### config.mk
export PLATFORM = sky130hd
export DESIGN_NAME = sys_mng_drp_resp
export DESIGN_NICKNAME = d
export VERILOG_FILES = /design/src/rtl/sys_mng_drp_resp.sv
export SDC_FILE = /design/constraint.sdc
export NUM_CORES = 1
export LEC_CHECK = 0
export BUFFER_PORTS_ARGS = -buffer_cell sky130_fd_sc_hd__buf_2
export CAP_MARGIN = 0
export CELL_PAD_IN_SITES_DETAIL_PLACEMENT = 1
export CELL_PAD_IN_SITES_GLOBAL_PLACEMENT = 2
export CORE_ASPECT_RATIO = 1.2
export CORE_MARGIN = 1.5
export CORE_UTILIZATION = 39
export DETAILED_ROUTE_END_ITERATION = 12
export PLACE_DENSITY_LB_ADDON = 0.1
export SYNTH_ARGS = -nofsm -noshare
export SYNTH_HDL_FRONTEND = slang
export SYNTH_SLANG_ARGS = --single-unit
### constraint.sdc
create_clock -name CLK -period 3.15 [get_ports CLK]
set_clock_uncertainty 0.2 [all_clocks]
set_input_delay 0.315 -clock CLK [delete_from_list [all_inputs] [get_ports CLK]]
set_output_delay 0.315 -clock CLK [all_outputs]
set_load 0.03 [all_outputs]
### src/rtl/sys_mng_drp_resp.sv
// DRP responder emulating the system-monitor status register map.
// Holds current/max/min sensor values per channel plus three scratch
// config registers; answers each DRP request RDY_LATENCY cycles later.
module sys_mng_drp_resp #(
   parameter int RDY_LATENCY = 2
) (
   input  logic        CLK,
   input  logic        RESETN,
   input  logic [7:0]  DRP_ADDR,
   input  logic [15:0] DRP_DI,
   input  logic        DRP_EN,
   input  logic        DRP_WE,
   output logic [15:0] DRP_DO,
   output logic        DRP_RDY,
   input  logic        SAMPLE_VALID,
   input  logic [1:0]  SAMPLE_CH,
   input  logic [15:0] SAMPLE_DATA,
   output logic        PROTO_ERR
);

   // Counter reloads with latency-1 so RDY lands RDY_LATENCY cycles after EN.
   localparam logic [3:0] CNT_LOAD = 4'(RDY_LATENCY - 1);

   typedef enum logic {IDLE, BUSY} state_t;

   state_t      state_q, state_d;
   logic [3:0]  cnt_q, cnt_d;
   logic [7:0]  addr_q, addr_d;
   logic        we_q, we_d;
   logic [15:0] di_q, di_d;
   logic        perr_q, perr_d;

   logic [15:0] cur_q [4];
   logic [15:0] cur_d [4];
   logic [15:0] max_q [4];
   logic [15:0] max_d [4];
   logic [15:0] min_q [4];
   logic [15:0] min_d [4];
   logic [15:0] cfg_q [3];
   logic [15:0] cfg_d [3];

   logic        rdy;
   logic        accept;
   logic        wr;
   logic        clr;
   logic [15:0] rd_data;

   // Request FSM: accept in IDLE or in the RDY cycle, flag EN while still counting.
   always_comb begin
      state_d = state_q;
      cnt_d   = cnt_q;
      addr_d  = addr_q;
      we_d    = we_q;
      di_d    = di_q;
      perr_d  = perr_q;
      rdy     = 1'b0;
      accept  = 1'b0;
      case (state_q)
         IDLE: begin
            if (DRP_EN) accept = 1'b1;
         end
         BUSY: begin
            if (cnt_q == 4'd0) begin
               rdy     = 1'b1;
               state_d = IDLE;
               if (DRP_EN) accept = 1'b1;
            end else begin
               cnt_d = cnt_q - 4'd1;
               if (DRP_EN) perr_d = 1'b1;
            end
         end
         default: state_d = IDLE;
      endcase
      if (accept) begin
         state_d = BUSY;
         cnt_d   = CNT_LOAD;
         addr_d  = DRP_ADDR;
         we_d    = DRP_WE;
         di_d    = DRP_DI;
      end
   end

   assign wr  = rdy && we_q;
   assign clr = wr && (addr_q == 8'h03) && di_q[0];

   // Read mux over the registered values; sees pre-update state in the RDY cycle.
   always_comb begin
      rd_data = 16'h0000;
      case (addr_q)
         8'h00:                      rd_data = cur_q[0];
         8'h01:                      rd_data = cur_q[1];
         8'h02:                      rd_data = cur_q[2];
         8'h06:                      rd_data = cur_q[3];
         8'h20, 8'h21, 8'h22, 8'h23: rd_data = max_q[addr_q[1:0]];
         8'h24, 8'h25, 8'h26, 8'h27: rd_data = min_q[addr_q[1:0]];
         8'h40:                      rd_data = cfg_q[0];
         8'h41:                      rd_data = cfg_q[1];
         8'h42:                      rd_data = cfg_q[2];
         default:                    rd_data = 16'h0000;
      endcase
   end

   // DO carries read data only in a read's RDY cycle, zero otherwise.
   assign DRP_DO    = (rdy && !we_q) ? rd_data : 16'h0000;
   assign DRP_RDY   = rdy;
   assign PROTO_ERR = perr_q;

   // Sensor tracking and register writes; a min/max clear overrides a same-cycle sample.
   always_comb begin
      for (int i = 0; i < 4; i++) begin
         cur_d[i] = cur_q[i];
         max_d[i] = max_q[i];
         min_d[i] = min_q[i];
      end
      for (int i = 0; i < 3; i++) cfg_d[i] = cfg_q[i];
      if (SAMPLE_VALID) begin
         cur_d[SAMPLE_CH] = SAMPLE_DATA;
         if (SAMPLE_DATA > max_q[SAMPLE_CH]) max_d[SAMPLE_CH] = SAMPLE_DATA;
         if (SAMPLE_DATA < min_q[SAMPLE_CH]) min_d[SAMPLE_CH] = SAMPLE_DATA;
      end
      if (clr) begin
         for (int i = 0; i < 4; i++) begin
            max_d[i] = 16'h0000;
            min_d[i] = 16'hFFFF;
         end
      end
      if (wr) begin
         case (addr_q)
            8'h40:   cfg_d[0] = di_q;
            8'h41:   cfg_d[1] = di_q;
            8'h42:   cfg_d[2] = di_q;
            default: ;
         endcase
      end
   end

   // Control state register.
   always_ff @(posedge CLK or negedge RESETN) begin
      if (!RESETN) begin
         state_q <= IDLE;
         cnt_q   <= 4'd0;
         addr_q  <= 8'h00;
         we_q    <= 1'b0;
         di_q    <= 16'h0000;
         perr_q  <= 1'b0;
      end else begin
         state_q <= state_d;
         cnt_q   <= cnt_d;
         addr_q  <= addr_d;
         we_q    <= we_d;
         di_q    <= di_d;
         perr_q  <= perr_d;
      end
   end

   // Status and config register file.
   always_ff @(posedge CLK or negedge RESETN) begin
      if (!RESETN) begin
         for (int i = 0; i < 4; i++) begin
            cur_q[i] <= 16'h0000;
            max_q[i] <= 16'h0000;
            min_q[i] <= 16'hFFFF;
         end
         for (int i = 0; i < 3; i++) cfg_q[i] <= 16'h0000;
      end else begin
         for (int i = 0; i < 4; i++) begin
            cur_q[i] <= cur_d[i];
            max_q[i] <= max_d[i];
            min_q[i] <= min_d[i];
         end
         for (int i = 0; i < 3; i++) cfg_q[i] <= cfg_d[i];
      end
   end

endmodule

Yosys cells after proc, flatten, opt, wreduce, memory -nomap -nowiden
Cells that the tools add are included.
{"block": "op_classes", "addsub": 1, "n_lt_le_gt_ge": 5, "n_eq_ne": 16, "n_mux": 36, "bitwise": 4, "n_reduce_logical": 21}
{"op": "64-bit two-way mux", "n": 6}
{"op": "64-bit bitwise mux", "n": 3}
{"op": "16-bit two-way mux", "n": 10}
{"op": "16-bit one-hot mux with 9 select lines", "n": 1}
{"op": "16-bit binary-select mux with 2-bit select", "n": 4}
{"op": "8-bit by 6-bit equality test with 1-bit output, second input constant", "n": 8}
{"op": "16-bit demux with 2-bit select", "n": 1}
{"op": "8-bit by 7-bit equality test with 1-bit output, second input constant", "n": 3}
{"op": "8-bit by 2-bit equality test with 1-bit output, second input constant", "n": 2}
{"op": "16-bit > comparator", "n": 1}
{"op": "16-bit less-than comparator", "n": 1}
{"op": "4-bit two-way mux", "n": 3}
{"op": "2-bit AND reduction", "n": 6}
{"op": "8-bit by 1-bit equality test with 1-bit output, second input constant", "n": 1}
{"op": "8-bit by 3-bit equality test with 1-bit output, second input constant", "n": 1}
{"op": "8-bit logical NOT", "n": 1}
{"op": "2-bit nonzero test", "n": 4}
{"op": "4-bit OR reduction", "n": 2}
{"op": "1-bit two-way mux", "n": 7}
{"op": "3-bit >= comparator, second input constant", "n": 2}
{"op": "2-bit inverter with 3-bit output", "n": 2}
{"op": "1-bit logical AND", "n": 5}
{"op": "4-bit logical NOT", "n": 1}
{"op": "4-bit by 1-bit subtractor with 4-bit output, second input constant", "n": 1}
{"op": "6 further kinds", "n": 7}
{"block": "word_totals", "ff_bits": 271, "inputBits": 47, "out_inout_bits": 18, "word_cells": 104}

Longest topological paths before layout
Gate-level depths: netlist of run 1.
{"block": "depth", "ltp_word": 9, "ltp_mapped": 12, "ltp_nobuf": 9}

Worst setup path before layout of run 1
OpenSTA, ideal clock, no wires.
{"block": "synth_timing", "path_type": "in2reg", "start": "input SAMPLE_CH[0]", "end": "register min_q[10] (netlist bit)", "setup_ps": 90, "t_arrival_ps": 3242, "required_ps": 2860, "setup_slack_ps": -383, "stages": 12, "path_buffers": 3, "path_cell_list": "buf_2 buf_2 mux4_2 inv_1 ha_1 a41o_1 a21oi_1 o221ai_2 a2111oi_4 buf_6 mux2i_1 nand2_1"}
{"block": "synth_via", "elab_chain_len": 9, "word_cells_on_any_way": 16, "cone_classes": "order compare: 3; mux: 9; bitwise: 1; reduce/logical: 3"}
{"item": "from (decl)", "line": "16", "rtl": "input logic [1:0] SAMPLE_CH,"}
{"item": "2-bit inverter with 3-bit output (implied by the code) *", "line": "119", "rtl": "if (SAMPLE_DATA < min_q[SAMPLE_CH]) min_d[SAMPLE_CH] = SAMPLE_DATA;"}
{"item": "parallel branches: the longest is 8 deep, another holds 16-bit less-than comparator"}
{"item": "to (signal, indexed assignment)", "line": "169", "rtl": "min_q[i] <= min_d[i];"}
{"item": "to (decl)", "line": "37", "rtl": "logic [15:0] min_q [4];"}
Mark *: on every way between the ends. The select of a mux whose other input is x is not followed.
A chain may end at the register's enable or synchronous reset.

Worst setup path after layout of run 1
{"block": "layout_timing", "start": "register addr_q[0]", "end": "output DRP_DO[4]"}
{"block": "layout_via", "elab_chain_len": 6, "word_cells_on_any_way": 26, "cone_classes": "eq/ne: 14; mux: 8; bitwise: 1; reduce/logical: 3"}
{"item": "from (decl)", "line": "28", "rtl": "logic [7:0] addr_q, addr_d;"}
{"item": "from (signal assigned)", "line": "149", "rtl": "addr_q <= addr_d;"}
{"item": "2-bit inverter with 3-bit output (implied by the code)", "line": "94, 95"}
{"item": "16-bit binary-select mux with 2-bit select (on tied branches)", "line": "95, 94"}
{"item": "16-bit two-way mux (on tied branches) (2 in a row)", "line": "95, 94"}
{"item": "16-bit one-hot mux with 9 select lines *", "line": "89", "rtl": "case (addr_q)"}
{"item": "16-bit two-way mux *", "line": "104", "rtl": "assign DRP_DO = (rdy && !we_q) ? rd_data : 16'h0000;"}
{"item": "to (decl)", "line": "13", "rtl": "output logic [15:0] DRP_DO,"}
Mark *: on every way between the ends. The rest lies on a longest branch, timed or not. The select of a mux whose other input is x is not followed.

==> key figures, run 1 <==
Outcome
  • Status: completed

Clock tree
  • Clk buf depth: 3
  • Clock Latency Late Sink: roughly 0.58 ns
  • H-tree depth: 1
  • CTS Buf Count: 31
  • Root Driver: clkbuf_16
  • CTS tree: yes
  • CTS Sinks: 271
  • Clock transition at the registers of the reported paths: ~0.06 ns

Drt
  • DRT Wirelength: 43.18 mm
  • Antenna-violating nets left: 0
  • Detailed Routing Iterations Pass 1: 4
  • DR iter-0 viols: 504
  • Routed vias: approximately 10,000
  • Avg WL per Cell: 24.22 µm
  • Via/cell ratio: approximately 5.6
  • Remaining DRCs: 0

Logic synthesis
  • Post-synthesis sequential area ratio: 48.32%
  • Async S/R FF share, synth: 100.0%
  • Post-synth top area cell: dfrtp_1
  • Unique cell type count in the Yosys netlist: 57
  • Largest cells by area after synthesis: dfrtp_1 36%, dfstp_2 12%, mux2_2 11%, mux4_2 10%, mux2i_1 6.1%
  • Post-synth top area share: a little over a third
  • Mapped Nets: 1,215
  • FF+latch count, synth: 271
  • Ys Warns: 0
  • Synthesized area per cell: 12.51 µm²
  • Mapped Area: 14,200 µm²
  • Ys flop type: dfrtp_1
  • Post-Synthesis Cells: 1,135
  • Number of flops mapped to enable cells by yosys: 0

Critical path
  • Reg2reg start: max_q[9]$_DFFE_PN0P_
  • Reg2Reg Depth: 10
  • Crit path from: addr_q[0]$_DFFE_PN0P_
  • CP Max Fanout: 7
  • Worst Setup Path Type: reg -> out
  • Startpoint Class: register
  • Data arrival, critical path: 2.62 ns
  • Reg2Reg Setup Slack: 0.10 ns
  • RR Endpoint: max_q[11]$_DFFE_PN0P_
  • Crit. End Element: output port
  • Worst path required time: 2.63 ns

Flow run
  • Max cap viols: 0

STA
  • Measured slew at the worst slew-check pin: 0.6710 ns
  • Post-layout min period: 3.137 ns
  • RSZ-0062 raised after global routing: true
  • Final setup vio count: 0
  • Max Slew Vio Count: 0
  • Fmax: 318.8 MHz
  • Crit share post-route: 99.58%
  • Final setup margin: 0.01317 ns
  • Worst slew margin: 55.00%
  • Fin. Hold Viols: 0

Placed design
  • Placed Instance Area: 15,700 µm²
  • PortBufs: 64
  • Placed insts: 1,674
  • Setup WS pre-CTS: -0.3051 ns
  • GPL Wtd Cong: 0.8213
  • DPL Wire Length: 29.65 mm

Cells and area
  • Most frequent cells in the layout: 202 x dfrtp_1, 141 x nand2_1, 134 x mux2_2
  • Nets: 1,370
  • Post-route cell area: ~18,000 µm²
  • Layout overhead on the synthesized area: 23.84%
  • Fillers: ~3,700
  • Non-filler instance count after layout: 1,783
  • Antenna diodes: 0
  • Commonest non-fill, non-tap cell in the layout: dfrtp_1
  • Fraction of layout cells with a size suffix above 1: 40.91%
  • Fin util: between 40% and 50%

Global route
  • Largest net degree at the start of global routing: 65
  • Total gr overflow: 0
  • First-pass GRT wire length: 67.43 mm
  • Vias in the first global route: 11,050
  • Initial antenna violation count: 0
  • Tot GR Track Use: 23.61%

Min path
  • WHS Endpoint: max_q[43]$_DFFE_PN0P_
  • Min-delay worst type: in -> reg
  • Worst hold path depth: 3
  • Worst hold start: SAMPLE_DATA[11]

Pwr
  • Pwr Density: 900.1 nW/µm²
  • Maximum vdd drop: ~0.00054 V
  • Leakage power: roughly 7.4 nW

Floorplan
  • Die Y: 212.0 µm
  • Initial Utilization: 39.61%
  • Core area: 35,850 µm²
  • Chip Width: 177.2 µm
  • Rows: 76
  • Die area: 37,570 µm²
  • Boundary Pins: 65
[layer usage]
metal | track usage [%] | share of wire (%) | vias up
met5 | 0 | 0 | -
met4 | 5.845 | 2.0 | 0
met3 | 2.182 | 3.1 | 51
met2 | 41.45 | 51 | 153
met1 | 31.29 | 44 | 5297
li1 | - | - | 4559
[worst max-delay path: stages, from the launching register on]
cell and delay [ns]:
dfrtp_4 0.57, buf_12 0.19, mux4_2 0.57, nand2_1 0.10, o21ai_1 0.08, a22oi_1 0.20, a31oi_1 0.13, buf_4 0.20
[registers in the layout, indices dropped and copies added, names as in the netlist]
register	count
cur_q	64
PROTO_ERR	1
we_q	1
min_q	64
addr_q	8
max_q	64
cnt_q	4
state_q	1
di_q	16
cfg_q	48
[cell families after synthesis]
group,synth area share [%]
DFF,48.32
buffers and inverters,3.965
AOI/OAI and AO/OA,10.78
and+or+nand+nor,7.349
muxes,26.68
adders and majority gates,2.908
[area by class of cell]
type | instances | area (µm²) | share of cell area [%]
Tap cell | 468 | 585.6 | 3.330
Sequential cell | 271 | 6873 | 39.08
Clock buffer | 46 | 882.1 | 5.016
Clock inverter | 12 | 186.4 | 1.060
Multi-Input combinational cell | 738 | 7009 | 39.86
Inverter | 38 | 142.6 | 0.8111
Timing Repair Buffer | 210 | 1907 | 10.84
[timing repair]
item                                    in CTS  in global routing
cloned                                       1                  1
hold buffers                                37                  0
resized for setup                           35                 40
endpoints found under the setup margin      16                 79
pin swaps                                    5                 11
endpoints found under the hold margin      253                  0
buffers inserted                             5                  8
[worst max path at each step]
stage,endpoint
after floorplan,min_q[10]$_DFFE_PN1P_
after global placement,max_q[42]$_DFFE_PN0P_
after detailed placement,min_q[56]$_DFFE_PN1P_
after CTS,DRP_DO[11]
after global routing,DRP_DO[1]
final,DRP_DO[4]
[cell usage after synthesis (all sizes together), types with 5 or more instances]
library cell,count
dfrtp,207
nand2,142
mux2,134
mux2i,86
a32o,65
dfstp,64
mux4,63
clkbuf,46
buf,42
nor2,39
inv,38
o21ai,35
ha,33
a21oi,31
a22oi,12
nand4,11
a22o,10
nand3,9
a41oi,8
nor3,6
a221oi,5
nor2b,5
[per-stage QoR]
stage / hold WS [ns] / setup TNS (ns) / power [mW]
floorplan: -0.1806 / 0 / 9.504
global placement: 0.09059 / -25.16 / 11.45
detailed placement: 0.09588 / -29.99 / 11.63
CTS: 0.003721 / -0.02171 / 15.78
global route: 0.04496 / -0.4080 / 16.75
finish: 0.03975 / 0 / 15.83
[report_power, final]
part	internal, mW	total, mW	switching, mW
Combinational	3.06	5.94	2.87
Sequential	5.01	6.03	1.02
Clock	2.33	3.86	1.53
Total	10.4	15.8	5.43
Power figures use the tool's default switching activity.
==> run 2, diff against run 1 <==
- CTS_BUF_LIST: unset -> sky130_fd_sc_hd__clkbuf_16
==> key figures, run 2 (same netlist as run 1, synthesis figures left out) <==
Outcome
  • Status: completed

Critical path
  • Worst path required time: 2.63 ns
  • CP max stage cell: mux4_2
  • Buf+Inv Stages, Crit Path: 2
  • Worst Setup Path Type: reg -> out
  • Crit. End Element: output port
  • CP delay by family, top: multiplexers
  • Max incr delay on CP: 0.57 ns
  • CP Max Fanout: 7
  • CP Cell Sequence: buf_12 > mux4_2 > nand2_1 > o21ai_1 > a22oi_1 > a31oi_1 > buf_4
  • Startpoint Class: register
  • Data arrival, critical path: 2.62 ns

Placed design
  • DPL Wire Length: between 20 and 30 mm
  • PortBufs: 64
  • Placed Instance Area: 15,700 µm²
  • GPL Wtd Cong: approximately 0.82
  • Setup WS pre-CTS: -0.3051 ns
  • Placed insts: 1,674

STA
  • Fmax: approximately 320 MHz
  • Max Slew Vio Count: 0
  • Post-layout min period: 3.134 ns
  • TNS Setup: 0 ns
  • Measured slew at the worst slew-check pin: 0.6696 ns
  • Fin. Hold Viols: 0
  • Final setup vio count: 0
  • RSZ-0062 raised after global routing: true
  • Worst slew margin: between 50% and 60%
  • Crit share post-route: 99.48%
  • Final setup margin: ~0.016 ns
  • Hold_ws: 0.03499 ns

Pwr
  • Pwr Density: 893.1 nW/µm²
  • Comb power frac: 37.8%
  • Sw frac: about a third
  • NetSw: 5.411 mW
  • Int Pwr: 10.23 mW
  • Reg power frac: ~39%
  • Maximum vdd drop: 0.0005444 V
  • Clock power share: 23.7%
  • Leakage power: 7.441 nW

Global route
  • First-pass GRT wire length: 67.41 mm
  • Vias in the first global route: 11,060
  • Tot GR Track Use: between 20% and 30%
  • Largest net degree at the start of global routing: 65
  • Total gr overflow: 0
  • Initial antenna violation count: 0

Floorplan
  • Die Y: 212.0 µm
  • Core area: 35,850 µm²
  • Die area: 37,570 µm²
  • Rows: 76
  • Initial Utilization: about two fifths
  • Boundary Pins: 65
  • Chip Width: 177.2 µm

Drt
  • Avg WL per Cell: around 24 µm
  • Antenna-violating nets left: 0
  • Detailed Routing Iterations Pass 1: 4
  • Via/cell ratio: 5.648
  • DR iter-0 viols: 521
  • Remaining DRCs: 0
  • Routed vias: 10,060
  • DRT Wirelength: 43.02 mm

Cells and area
  • Non-filler instance count after layout: around 1,800
  • Most frequent cells in the layout: 202 x dfrtp_1, 141 x nand2_1, 134 x mux2_2
  • Nets: 1,368
  • Antenna diodes: 0
  • Commonest non-fill, non-tap cell in the layout: dfrtp_1
  • Layout overhead on the synthesized area: 23.36%
  • Fraction of layout cells with a size suffix above 1: between 40% and 50%
  • Regs by FF count: cur_q: 64 flops, max_q: 64 flops, min_q: 64 flops
  • Post-route cell area: around 18,000 µm²

Clock tree
  • Clk buf depth: 3
  • CTS Sinks: 271
  • Clock Latency Late Sink: 0.58 ns
  • CTS tree: yes
  • CTS Buf Count: 31
  • Root Driver: clkbuf_16
  • Clock transition at the registers of the reported paths: 0.06 ns
  • H-tree depth: 1

Flow run
  • Max cap viols: 0

Min path
  • Min-delay worst type: in -> reg
-- run 2: cell count changes in the layout (fill, tap and decap cells not counted) --
cell,previous run,this run
clkbuf_1,10,0
inv_1,35,45
clkbuf_8,5,0
clkinv_1,2,7
buf_4,90,89
buf_6,10,9
-- run 2: cell type report --
| cell class | instances | area (µm²) |
|---|---|---|
| repair buffers | 208 | 1888 |
| clock buffers | 31 | 775.7 |
| multi-input cells | 738 | 7009 |
| clock inverters | 27 | 242.7 |
| fillers | 3652 | 18330 |
| inverters | 38 | 142.6 |
| flip-flops and latches | 271 | 6873 |
| well taps | 468 | 585.6 |
-- run 2: through the flow --
step	power, mW	util (%)
global placement	11.45	43.81
CTS	15.62	48.25
floorplan	9.504	-
detailed placement	11.63	43.81
global route	16.57	48.86
finish	15.64	48.86
-- run 2: worst min-delay path, stage by stage --
cell,delay (ns)
buf_2,0.10
buf_4,0.22
a32o_1,0.15
-- run 2: repair_timing --
action                                  CTS  global route
gates resized for setup                  35            39
buffers inserted                          5             6
endpoints found under the setup margin   16            79
gates cloned                              1             1
pin swaps                                 5            11
endpoints found under the hold margin   253             0
hold buffers                             37             0
-- run 2: per-layer routing --
| metal | GRT usage, % | part of all wire [%] | wire (µm) |
|---|---|---|---|
| met5 | 0 | 0 | 0 |
| met4 | 5.845 | 2.1 | 890 |
| met3 | 2.182 | 3.0 | 1284 |
| met2 | 41.50 | 51 | 21860 |
| met1 | 31.23 | 44 | 18990 |
-- run 2: path summary, 6_finish.rpt --
kind / endpoint / depth (start not counted) / startpoint / slack, ns
min: max_q[43]$_DFFE_PN0P_ / 3 / SAMPLE_DATA[11] / 0.03
max: DRP_DO[4] / 7 / addr_q[0]$_DFFE_PN0P_ / 0.02
max reg2reg: max_q[2]$_DFFE_PN0P_ / 10 / max_q[9]$_DFFE_PN0P_ / 0.10
min in group asynchronous: di_q[12]$_DFFE_PN0P_ / 2 / RESETN / 0.07
min reg2reg: PROTO_ERR$_DFFE_PN0P_ / 1 / PROTO_ERR$_DFFE_PN0P_ / 0.25
max in group asynchronous: cnt_q[2]$_DFFE_PN0P_ / 3 / RESETN / 1.88
-- run 2: power groups by stage --
stage | combinational (mW) | clock (mW) | sequential, mW
6_report | 5.92 | 3.70 | 6.03
5_1_grt | 6.41 | 3.93 | 6.24
4_1_cts | 5.80 | 3.80 | 6.03
3_5_place_dp | 5.56 | 0 | 6.07
3_3_place_gp | 5.43 | 0 | 6.02
2_1_floorplan | 3.90 | 0 | 5.61
==> run 3, diff against run 2 <==
- REMOVE_ABC_BUFFERS: unset -> 1
- SETUP_SLACK_MARGIN: unset -> 0.5
==> key figures, run 3 (same netlist as run 1, synthesis figures left out) <==
STA
  • Measured slew at the worst slew-check pin: 0.7212 ns
  • Crit share post-route: 100.3%
  • Fin. Hold Viols: 0
  • Hold_ws: 0.03097 ns
  • RSZ-0062 raised after global routing: true
  • Max Slew Vio Count: 0
  • Post-layout min period: 3.159 ns
  • Final setup margin: -0.009126 ns
  • Final setup vio count: 1
  • Fmax: 316.5 MHz
  • Worst slew margin: 51.92%

Floorplan
  • Rows: 76
  • Initial Utilization: 39.61%
  • Die area: 37,570 µm²
  • Boundary Pins: 65
  • Core area: around 36,000 µm²
  • Chip Width: 177.2 µm
  • Die Y: between 200 and 250 µm

Outcome
  • Failing checks: negative setup slack
  • Status: complete, but fails checks

Drt
  • Routed vias: 10,520
  • Remaining DRCs: 0
  • Antenna-violating nets left: 0
  • Detailed Routing Iterations Pass 1: 5
  • DR iter-0 viols: 619
  • DRT Wirelength: around 47 mm
  • Avg WL per Cell: between 20 and 30 µm
  • Via/cell ratio: 5.699

Clock tree
  • Root Driver: clkbuf_16
  • Clock transition at the registers of the reported paths: 0.06 ns
  • Clk buf depth: 3
  • H-tree depth: 1
  • Clock Latency Late Sink: 0.57 ns
  • CTS Sinks: 271
  • CTS Buf Count: 31
  • CTS tree: yes

Cells and area
  • Most frequent cells in the layout: 205 x dfrtp_1, 134 x mux2_2, 131 x nand2_1
  • Commonest non-fill, non-tap cell in the layout: dfrtp_1
  • Nets: 1,434
  • Fin util: 52.51%
  • Fillers: 3,653
  • Regs by FF count: cur_q: 64 flops, max_q: 64 flops, min_q: 64 flops
  • Fraction of layout cells with a size suffix above 1: between 40% and 50%
  • Layout overhead on the synthesized area: 32.58%
  • Antenna diodes: 0
  • Post-route cell area: 18,830 µm²

Global route
  • First-pass GRT wire length: 72.17 mm
  • Total gr overflow: 0
  • Tot GR Track Use: 25.55%
  • Initial antenna violation count: 0
  • Largest net degree at the start of global routing: 84
  • Vias in the first global route: 11,540

Critical path
  • Worst path required time: 3.41 ns
  • CP max stage cell: mux4_2
  • Crit path from: max_q[28]$_DFFE_PN0P_
  • CP Max Fanout: 5
  • Worst Setup Path Type: reg -> reg
  • Startpoint Class: register
  • CP most frequent cell: nand4_1
  • CP Cell Sequence: mux4_2 > inv_2 > ha_4 > nand4_1 > or3_1 > a211o_1 > nand4_1 > buf_6 > nand4_1 > buf_6 > a32o_1
  • Reg2reg start: max_q[28]$_DFFE_PN0P_
  • Crit. End Element: register
  • Reg2Reg Depth: 11
  • Max incr delay on CP: 0.48 ns
  • Data arrival, critical path: roughly 3.4 ns

Pwr
  • Leakage power: 7.890 nW
  • Maximum vdd drop: 0.0005216 V
  • Pwr Density: 887.2 nW/µm²
  • Power, Total: 16.70 mW

Placed design
  • Placed Instance Area: 15,620 µm²
  • DPL Wire Length: 28.58 mm
  • PortBufs: 64
  • GPL Wtd Cong: 0.7776
  • Setup WS pre-CTS: -0.2508 ns

Min path
  • Worst hold start: SAMPLE_DATA[8]
  • Min-delay worst type: in -> reg
  • Worst hold path depth: 2

Flow run
  • Max cap viols: 0
==> run 3: cell count changes in the layout (fill, tap and decap cells not counted), sizes merged <==
cell,change
buf,+57
inv,-7
bufinv,-1
dlygate4sd3,+8
clkinv,+5
clkinvlp,+2
clkbuf,+1
==> run 3: what timing repair did <==
item	in CTS	in global routing
pin swaps	76	39
hold buffers	45	0
buffers inserted	51	16
endpoints found under the hold margin	141	0
resized for setup	149	72
cloned	11	2
endpoints found under the setup margin	144	160
==> run 3: worst max-delay path, delay by kind of cell (launching register included) <==
| family | cells | cell delay (ns) |
|---|---|---|
| AND/OR/NAND/NOR | 4 | 0.83 |
| flip-flops | 1 | 0.40 |
| AO/OA/AOI/OAI | 2 | 0.52 |
| buffers and inverters | 3 | 0.49 |
| multiplexers | 1 | 0.48 |
| adder cells (fa/ha/maj) | 1 | 0.13 |
==> run 3: cell type report <==
| type | count | area, µm² | share of cell area, % |
|---|---|---|---|
| multi-input cells | 738 | 7417 | 39.40 |
| repair buffers | 274 | 2810 | 14.93 |
| flip-flops and latches | 271 | 6867 | 36.47 |
| clock buffers | 31 | 775.7 | 4.121 |
| well taps | 468 | 585.6 | 3.110 |
| clock inverters | 26 | 227.7 | 1.210 |
| inverters | 38 | 142.6 | 0.7577 |
==> run 3: final timing paths <==
check	slack (ns)	end
setup / recovery	-0.009	max_q[15]$_DFFE_PN0P_
hold / removal	0.03	cur_q[40]$_DFFE_PN0P_
setup reg to reg	-0.009	max_q[15]$_DFFE_PN0P_
hold reg to reg	0.26	PROTO_ERR$_DFFE_PN0P_
max in group asynchronous	1.71	min_q[19]$_DFFE_PN1P_
min in group asynchronous	0.15	cfg_q[6]$_DFFE_PN0P_
==> run 3: per-stage QoR <==
stage	TNS [ns]	cells
5_1_grt	-0.7885	1846
6_report	-0.009126	1846
3_3_place_gp	-23.52	1664
4_1_cts	0	1828
3_5_place_dp	-27.62	1664
2_1_floorplan	-195.23	1047
==> run 3: per-layer routing <==
metal | routed length [µm] | vias to the layer above | global-route usage, %
li1 | - | 4695 | -
met1 | 20210 | 5533 | 33.52
met2 | 23760 | 212 | 44.41
met3 | 1608 | 80 | 2.539
met4 | 1428 | 0 | 7.802
met5 | 0 | - | 0
==> run 3: report_power, final <==
group | leakage (nW) | switching [mW] | total [mW] | internal, mW
Clock | 0.508 | 1.52 | 3.63 | 2.11
Sequential | 3.26 | 0.992 | 5.99 | 5.00
Combinational | 4.12 | 3.31 | 7.08 | 3.77
Total | 7.89 | 5.83 | 16.7 | 10.9
